### src/rtl/acc_act_if.sv
// Activation-vector handshake toward the next layer.
// The master side drives valid/data; the slave side drives ready.
interface acc_act_if #(
  parameter int LANES = 4
);
  logic             o_act_valid;
  logic [LANES-1:0] o_act;
  logic             i_act_ready;

  modport master (
    output o_act_valid,
    output o_act,
    input  i_act_ready
  );

  modport slave (
    input  o_act_valid,
    input  o_act,
    output i_act_ready
  );
endinterface

### src/rtl/acc_act.sv
// Post-MVM accumulate/threshold stage with a 2-deep activation FIFO.
// Optional macro ACC_ACT_SAT_EN: saturating lane adds and sticky o_sat.
module acc_act #(
  parameter int LANES = 4,
  parameter int IN_W  = 4,
  parameter int ACC_W = 8,
  parameter int TERMS = 9
) (
  input  logic                    i_clk_acc,
  input  logic                    i_rst_acc,
  input  logic                    i_ismvm,
  input  logic signed [IN_W-1:0]  i_wx [LANES],
  input  logic signed [ACC_W-1:0] i_thr [LANES],
  input  logic                    i_clear,
  acc_act_if.master               act_if,
  output logic                    o_busy,
  output logic                    o_overrun,
  output logic                    o_sat
);

`ifdef ACC_ACT_SAT_EN
  localparam int SW = ACC_W + 1;
`else
  localparam int SW = ACC_W;
`endif
  localparam logic [7:0] TERMS_C = 8'(TERMS);

  typedef enum logic {IDLE, ACCUM} state_t;

  state_t state;
  state_t state_nxt;

  logic       ismvm_r;
  logic       cap;
  logic       cap_v;
  logic       done;
  logic [7:0] cnt;
  logic [7:0] cnt_nxt;

  logic signed [ACC_W-1:0] acc     [LANES];
  logic signed [ACC_W-1:0] acc_nxt [LANES];
  logic signed [ACC_W-1:0] ext     [LANES];
  logic signed [SW-1:0]    sum     [LANES];
  logic [LANES-1:0]        vec;
`ifdef ACC_ACT_SAT_EN
  logic [LANES-1:0]        clamp;
`endif

  // Falling edge of the busy flag: the MVM still holds its final count.
  assign cap     = ismvm_r & ~i_ismvm;
  assign cap_v   = cap & ~i_clear;
  assign cnt_nxt = (state == IDLE) ? 8'd1 : cnt + 8'd1;
  assign done    = cap_v & (cnt_nxt == TERMS_C);

  always_comb begin
    for (int k = 0; k < LANES; k++) begin
      ext[k] = {{(ACC_W-IN_W){i_wx[k][IN_W-1]}}, i_wx[k]};
      if (state == IDLE)
        sum[k] = SW'(ext[k]);
      else
        sum[k] = SW'(acc[k]) + SW'(ext[k]);
`ifdef ACC_ACT_SAT_EN
      clamp[k] = sum[k][SW-1] ^ sum[k][SW-2];
      if (clamp[k])
        acc_nxt[k] = sum[k][SW-1] ? {1'b1, {(ACC_W-1){1'b0}}}
                                  : {1'b0, {(ACC_W-1){1'b1}}};
      else
        acc_nxt[k] = sum[k][ACC_W-1:0];
`else
      acc_nxt[k] = sum[k];
`endif
      vec[k] = (acc_nxt[k] >= i_thr[k]);
    end
  end

  always_ff @(posedge i_clk_acc) begin
    if (i_rst_acc)
      state <= IDLE;
    else
      state <= state_nxt;
  end

  always_comb begin
    state_nxt = state;
    unique case (1'b1)
      i_clear:        state_nxt = IDLE;
      done:           state_nxt = IDLE;
      cap_v && !done: state_nxt = ACCUM;
      default:        state_nxt = state;
    endcase
  end

  always_comb begin
    o_busy = (state == ACCUM);
  end

  always_ff @(posedge i_clk_acc) begin
    if (i_rst_acc) begin
      ismvm_r <= 1'b0;
      cnt     <= 8'd0;
      for (int k = 0; k < LANES; k++)
        acc[k] <= '0;
    end else begin
      ismvm_r <= i_ismvm;
      if (i_clear || done) begin
        cnt <= 8'd0;
        for (int k = 0; k < LANES; k++)
          acc[k] <= '0;
      end else if (cap_v) begin
        cnt <= cnt_nxt;
        for (int k = 0; k < LANES; k++)
          acc[k] <= acc_nxt[k];
      end
    end
  end

  logic [LANES-1:0] mem [2];
  logic             rd_ptr;
  logic             wr_ptr;
  logic [1:0]       count;
  logic             pop;
  logic             full;
  logic             wr_en;

  assign pop   = act_if.o_act_valid & act_if.i_act_ready;
  assign full  = (count == 2'd2);
  // When full, a same-cycle pop frees the slot the push lands in.
  assign wr_en = done & (~full | pop);

  always_ff @(posedge i_clk_acc) begin
    if (wr_en)
      mem[wr_ptr] <= vec;
  end

  always_ff @(posedge i_clk_acc) begin
    if (i_rst_acc) begin
      rd_ptr    <= 1'b0;
      wr_ptr    <= 1'b0;
      count     <= 2'd0;
      o_overrun <= 1'b0;
    end else begin
      rd_ptr    <= rd_ptr ^ pop;
      wr_ptr    <= wr_ptr ^ wr_en;
      count     <= count + {1'b0, wr_en} - {1'b0, pop};
      o_overrun <= done & full & ~pop;
    end
  end

  assign act_if.o_act_valid = (count != 2'd0);
  assign act_if.o_act       = act_if.o_act_valid ? mem[rd_ptr] : '0;

`ifdef ACC_ACT_SAT_EN
  always_ff @(posedge i_clk_acc) begin
    if (i_rst_acc)
      o_sat <= 1'b0;
    else if (cap_v && (|clamp))
      o_sat <= 1'b1;
  end
`else
  assign o_sat = 1'b0;
`endif

endmodule
### src/flat_wrapper.sv
// flat-port wrapper written by rule: the top's interface ports become plain ports
module acc_act_flat 
#(
  parameter int LANES = 4,
  parameter int IN_W  = 4,
  parameter int ACC_W = 8,
  parameter int TERMS = 9
)
  (i_clk_acc, i_rst_acc, i_ismvm, i_wx, i_thr, i_clear, o_busy, o_overrun, o_sat, act_if_o_act_valid, act_if_o_act, act_if_i_act_ready);
  acc_act_if #(.LANES(LANES)) act_if_i ();
  input  logic i_clk_acc;
  input  logic i_rst_acc;
  input  logic i_ismvm;
  input  logic signed [IN_W-1:0] i_wx[LANES];
  input  logic signed [ACC_W-1:0] i_thr[LANES];
  input  logic i_clear;
  output logic o_busy;
  output logic o_overrun;
  output logic o_sat;
  output wire logic [$bits(act_if_i.o_act_valid)-1:0] act_if_o_act_valid;
  output wire logic [$bits(act_if_i.o_act)-1:0] act_if_o_act;
  input wire logic [$bits(act_if_i.i_act_ready)-1:0] act_if_i_act_ready;
  assign act_if_o_act_valid = act_if_i.o_act_valid;
  assign act_if_o_act = act_if_i.o_act;
  assign act_if_i.i_act_ready = act_if_i_act_ready;
  acc_act #(.LANES(LANES), .IN_W(IN_W), .ACC_W(ACC_W), .TERMS(TERMS)) u_core (.i_clk_acc(i_clk_acc), .i_rst_acc(i_rst_acc), .i_ismvm(i_ismvm), .i_wx(i_wx), .i_thr(i_thr), .i_clear(i_clear), .act_if(act_if_i), .o_busy(o_busy), .o_overrun(o_overrun), .o_sat(o_sat));
endmodule
### config.mk
export PLATFORM = sky130hd
export DESIGN_NAME = acc_act_flat
export DESIGN_NICKNAME = d
export VERILOG_FILES = /design/src/rtl/acc_act_if.sv /design/src/rtl/acc_act.sv /design/src/flat_wrapper.sv
export SDC_FILE = /design/constraint.sdc
export NUM_CORES = 1
export LEC_CHECK = 0
export ABC_AREA = 1
export CAP_MARGIN = 10
export CORE_AREA = 2 2 112 114
export CTS_BUF_LIST = sky130_fd_sc_hd__clkbuf_4
export DETAILED_ROUTE_END_ITERATION = 10
export DIE_AREA = 0 0 114 116
export MAX_ROUTING_LAYER = met4
export PLACE_DENSITY = 0.6
export SYNTH_ARGS = -nofsm -noshare
export SYNTH_HDL_FRONTEND = slang
export SYNTH_SLANG_ARGS = --single-unit
### constraint.sdc
create_clock -name i_clk_acc -period 5.2 [get_ports i_clk_acc]
set_input_delay 1.04 -clock i_clk_acc [delete_from_list [all_inputs] [get_ports i_clk_acc]]
set_output_delay 1.04 -clock i_clk_acc [all_outputs]
set_load 0.005 [all_outputs]
* Yosys cells after proc, flatten, opt, wreduce, memory -nomap -nowiden
Memory sizes are Yosys's and may differ from the RTL's. A register that Yosys moved wholly into a read port is not among the register bits. Cells that the tools add are included.
Storage, ports and cells: flip-flop bits (word level) 15, bits in writable memories 40, input port bits 53, memories 2
Operators by class: add/subtract/negate cells 7, magnitude comparators 4, equality and inequality tests 2, mux-type cells 27, bitwise gates (word level) 22, reduce and logical (&&, ||, !) cells 7
Memory list:
- u_core.acc | words 4, bits a word 8, read ports 4, clocked after Yosys merged registers in 0, wr ports 4, line acc_act.sv:40 | logic signed [ACC_W-1:0] acc [LANES];
- u_core.mem | words 2, bits a word 4, read ports 1, clocked after Yosys merged registers in 1, wr ports 1, line acc_act.sv:117 | logic [LANES-1:0] mem [2];
Operator list (number):
- 8-bit two-way mux | 13
- 8-bit by 4-bit adder with 8-bit output | 4
- 8-bit >= comparator | 4
- 1-bit two-way mux | 12
- 1-bit bitwise OR | 9
- 8-bit by 1-bit adder with 8-bit output (second input constant) | 1
- 8-bit by 4-bit equality test with 1-bit output (second input constant) | 1
- 1-bit bitwise AND | 7
- 4-bit two-way mux | 1
- 1-bit NOT | 4
- 2-bit nonzero test | 2
- 2-bit OR reduction | 2
- 2-bit by 1-bit adder with 2-bit output | 1
- 2-bit equality test (second input constant) | 1
- 1-bit case mux with 2 select lines | 1
- 2-bit by 1-bit subtractor with 2-bit output | 1
- 1-bit bitwise XOR | 2
- 1-bit logical AND | 1
- 1-bit logical NOT | 1
- 1-bit logical OR | 1

* Longest topological paths before layout
depth after elaboration 10, depth in mapped cells 18

* Worst setup path before layout
No wires, ideal clock.
path type input-to-reg, start point in i_wx[12] (netlist bit), end point mem u_core.mem[0][0], data pin, library setup time 265 ps, arrival 3085 ps, path slack 1850 ps, stages 18, path through ha_1 > fa_1 > nand3_1 > nand3_1 > nand2_1 > nand2_1 > a21oi_1 > or2_2 > nand3_1 > nand2_1 > inv_1 > ha_1 > nand2_1 > nor2_1 > nand2_1 > o211ai_1 > or2_2 > nand3_1
RTL lines:
- start, declared | line flat_wrapper.sv:14 | input logic signed [IN_W-1:0] i_wx[LANES];
- end, declared | line acc_act.sv:117

==> impl_metrics.yaml <==
synthesis:
  ys_async_sr_fraction: 0
  yosysUniqueCellTypes: 38
  synth_seq_area_share: 0.2993
  ys_seq_elements: 55
  synth_area_per_cell_um2: 7.328
  synth.area.top_cells: "edfxtp_1 (20%), ha_1 (17%), nand2_1 (11%), dfxtp_1 (9.7%), inv_1 (9.4%)"
  yosys.cell_count.top_type: "nand2_1"
  synth_edf_count: 32
  synth_ff_type: "edfxtp_1"
  yosysWarnings: 0
  yosysTopAreaCellShare: 0.2024
  syn_inst: 648
  synth_common_cells: "nand2_1 (133), inv_1 (119), ha_1 (65), nor2_1 (57), nand3_1 (55)"
  syn-num-nets: 770
  syn-cell-area_mm2: 0.004748
  yosysTopAreaCell: "edfxtp_1"
final_layout:
  syn_to_final_growth_pct: 16.86
  drive_gt1_frac: 0.04681
  nets: 826
  post-route-util: 0.4659
  layout.cells.non_filler: 852
  antenna_cells: 0
timing:
  slew-limit-headroom: 0.4261
  setup_tns_ps: 0
  fin_ws_ps: 1604
  fin_crit_ps: 3596
  period_share: 0.6915
  final-setup-viol-count: 0
  maxSlewViolCount: 0
  rsz0062_at_grt: "false"
  max_clock_freq_mhz: 278.1
  max_slew.worst_pin.slew_ps: 858.4
  hold_viol_final: 0
  skew_ps: 13.12
setup_path:
  cp-start-kind: "input port"
  cp_data_required_time_ps: 5360
  path_buf_inv: 2
  cpMaxStageDelayCell: "clkdlybuf4s50_1"
  crit_top_cell: "nand2_1"
  end_kind: "register"
  crit_path_max_incr_delay_ps: 430
  path_cells: "clkdlybuf4s50_1, ha_1, fa_1, nand3_1, nand3_1, nand2_1, nand2_1, a21oi_1, or2_2, nand3_1, nand2_1, inv_1, ha_1, nand2_1, nor2_1, nand2_1, o211ai_1, or2_2, nand3_1"
  crit_type: "input port to register"
  arrival_ps: 3760
  path_max_fanout: 2
  crit_family: "simple AND/OR/NAND/NOR gates"
clocking:
  cts_tree: "built"
  cts_inserted_buffers: 5
  path_clk_slew_ps: 160
  cts_root_buffer: "clkbuf_4"
  cts_resized: 0
  cts.sinks: 55
  htreeDepth: 2
  cts_buffer_depth: 2
  cts_hold_buffers: 0
  postCtsSetupBuffers: 0
  clk_latency_ps: 390
placement:
  place_ws_ps: 1167
  gp_congestion: 0.8612
  place.detailed.hpwl_mm: 8.347
  portBuffers: 59
  place_inst: 844
grt:
  grt_overflow: 0
  antenna_found_initial: 0
  grt_pass1_vias: 4108
  grt_max_degree: 33
  grt_usage: 0.1723
  grt_pass1_wl_mm: 18.10
routing:
  vias_per_cell: 4.905
  wl_per_cell_um: 12.33
  ant_nets: 0
  finalWirelength_mm: 10.51
  drc: 0
  first_iter_violations: 172
  first_pass_iters: 4
  vias: 4179
power:
  peakVddDrop_uv: 96.60
  p_leak_nw: 2.742
  power_density_mw_per_mm2: 184.6
floorplan:
  chipHeight_um: 116
  initial_core_util: 0.3986
  die_w_um: 114
  core_area_mm2: 0.01191
  die_area_mm2: 0.01322
  ios: 61
  num_rows: 40
run:
  maxCapViolCount: 0
hold_path:
  hold_path_class: "register to register"
outcome:
  status: "completed"
registers in the layout, indices dropped and copies added (netlist names):
register          count
u_core.mem            8
u_core.o_overrun      1
u_core.ismvm_r        1
u_core.count          2
u_core.o_busy         1
u_core.wr_ptr         1
u_core.cnt            8
u_core.rd_ptr         1
u_core.acc           32
report_power, final:
part	internal [mW]	leakage, nW	switching (mW)
clock network	0.113	0.0463	0.143
registers	0.478	0.527	0.0105
logic	0.129	2.17	0.151
cells in the final DEF, fill, tap and decap left out, types with 2 or more instances in the layout:
cell / count
edfxtp_1: 32
clkdlybuf4s50_1: 59
clkbuf_4: 7
mux2i_1: 3
o21ai_0: 24
nand3_1: 55
xnor2_1: 3
ha_1: 65
nand3b_1: 3
nand4_1: 15
nand3_2: 5
nor2_1: 57
nand2_2: 2
nand2_4: 2
nor3_1: 2
dfxtp_1: 22
o21a_1: 3
fa_1: 4
or2_2: 9
o211ai_1: 3
xor2_1: 11
inv_1: 119
a21oi_1: 53
nand2_1: 133
worst register-to-register path, stage by stage (launching register included):
cell and delay [ps]:
edfxtp_1 400, ha_1 210, fa_1 400, nand3_1 100, nand3_1 100, nand2_1 80
nand2_1 50, a21oi_1 140, or2_2 130, nand3_1 50, nand2_1 90, inv_1 40
ha_1 260, nand2_1 60, nor2_1 140, nand2_1 70, o211ai_1 110, or2_2 150
nand3_1 70
metal layers:
layer	vias up	track usage	routed length (µm)	part of all wire
li1	2228	-	-	-
met1	1866	0.2036	4880	0.46
met2	67	0.3083	5134	0.49
met3	18	0.02144	295	0.028
met4	0	0.04959	198	0.019
met5	-	-	0	0
final cells by class:
class | count | area [µm²]
tap | 147 | 183.9
inverter | 120 | 450.4
timing repair buffer | 60 | 598.1
fill | 1211 | 6362
clock buffer | 7 | 52.55
clock inverter | 1 | 30.03
sequential | 55 | 1423
multi-input combinational | 462 | 2811
final timing paths:
check	startpoint	to	slack, ps	cells past startpoint
hold reg to reg	u_core.acc[2][5]	u_core.acc[2][5]	510	2
setup reg to reg	u_core.acc[0][0]	u_core.mem[1][0]	2300	18
setup / recovery	i_wx[12]	u_core.mem[1][0]	1600	19
hold / removal	u_core.acc[2][5]	u_core.acc[2][5]	510	2
cells by family (layout without fill, tap and decap cells):
| group | Yosys count | in the layout | share of synthesized area |
|---|---|---|---|
| simple gates | 286 | 286 | 0.2696 |
| buf+inv | 131 | 188 | 0.1086 |
| compound gates | 89 | 89 | 0.1015 |
| fa+ha+maj | 69 | 69 | 0.1881 |
| flops | 55 | 55 | 0.2993 |
| xor+xnor | 14 | 14 | 0.02582 |
| mux | 3 | 3 | 0.006324 |
| other cells | 1 | 1 | 0.0007898 |
stage by stage:
stage / hold WS, ps / power [mW] / area [µm²]
after floorplan: 455.8 / 0.6768 / 4748
after global placement: 470.8 / 0.7710 / 5466
after detailed placement: 487.0 / 0.7793 / 5466
after CTS: 513.6 / 1.035 / 5549
after global routing: 533.7 / 1.094 / 5549
final: 509.4 / 1.025 / 5549
Power figures use the tool's default switching activity.
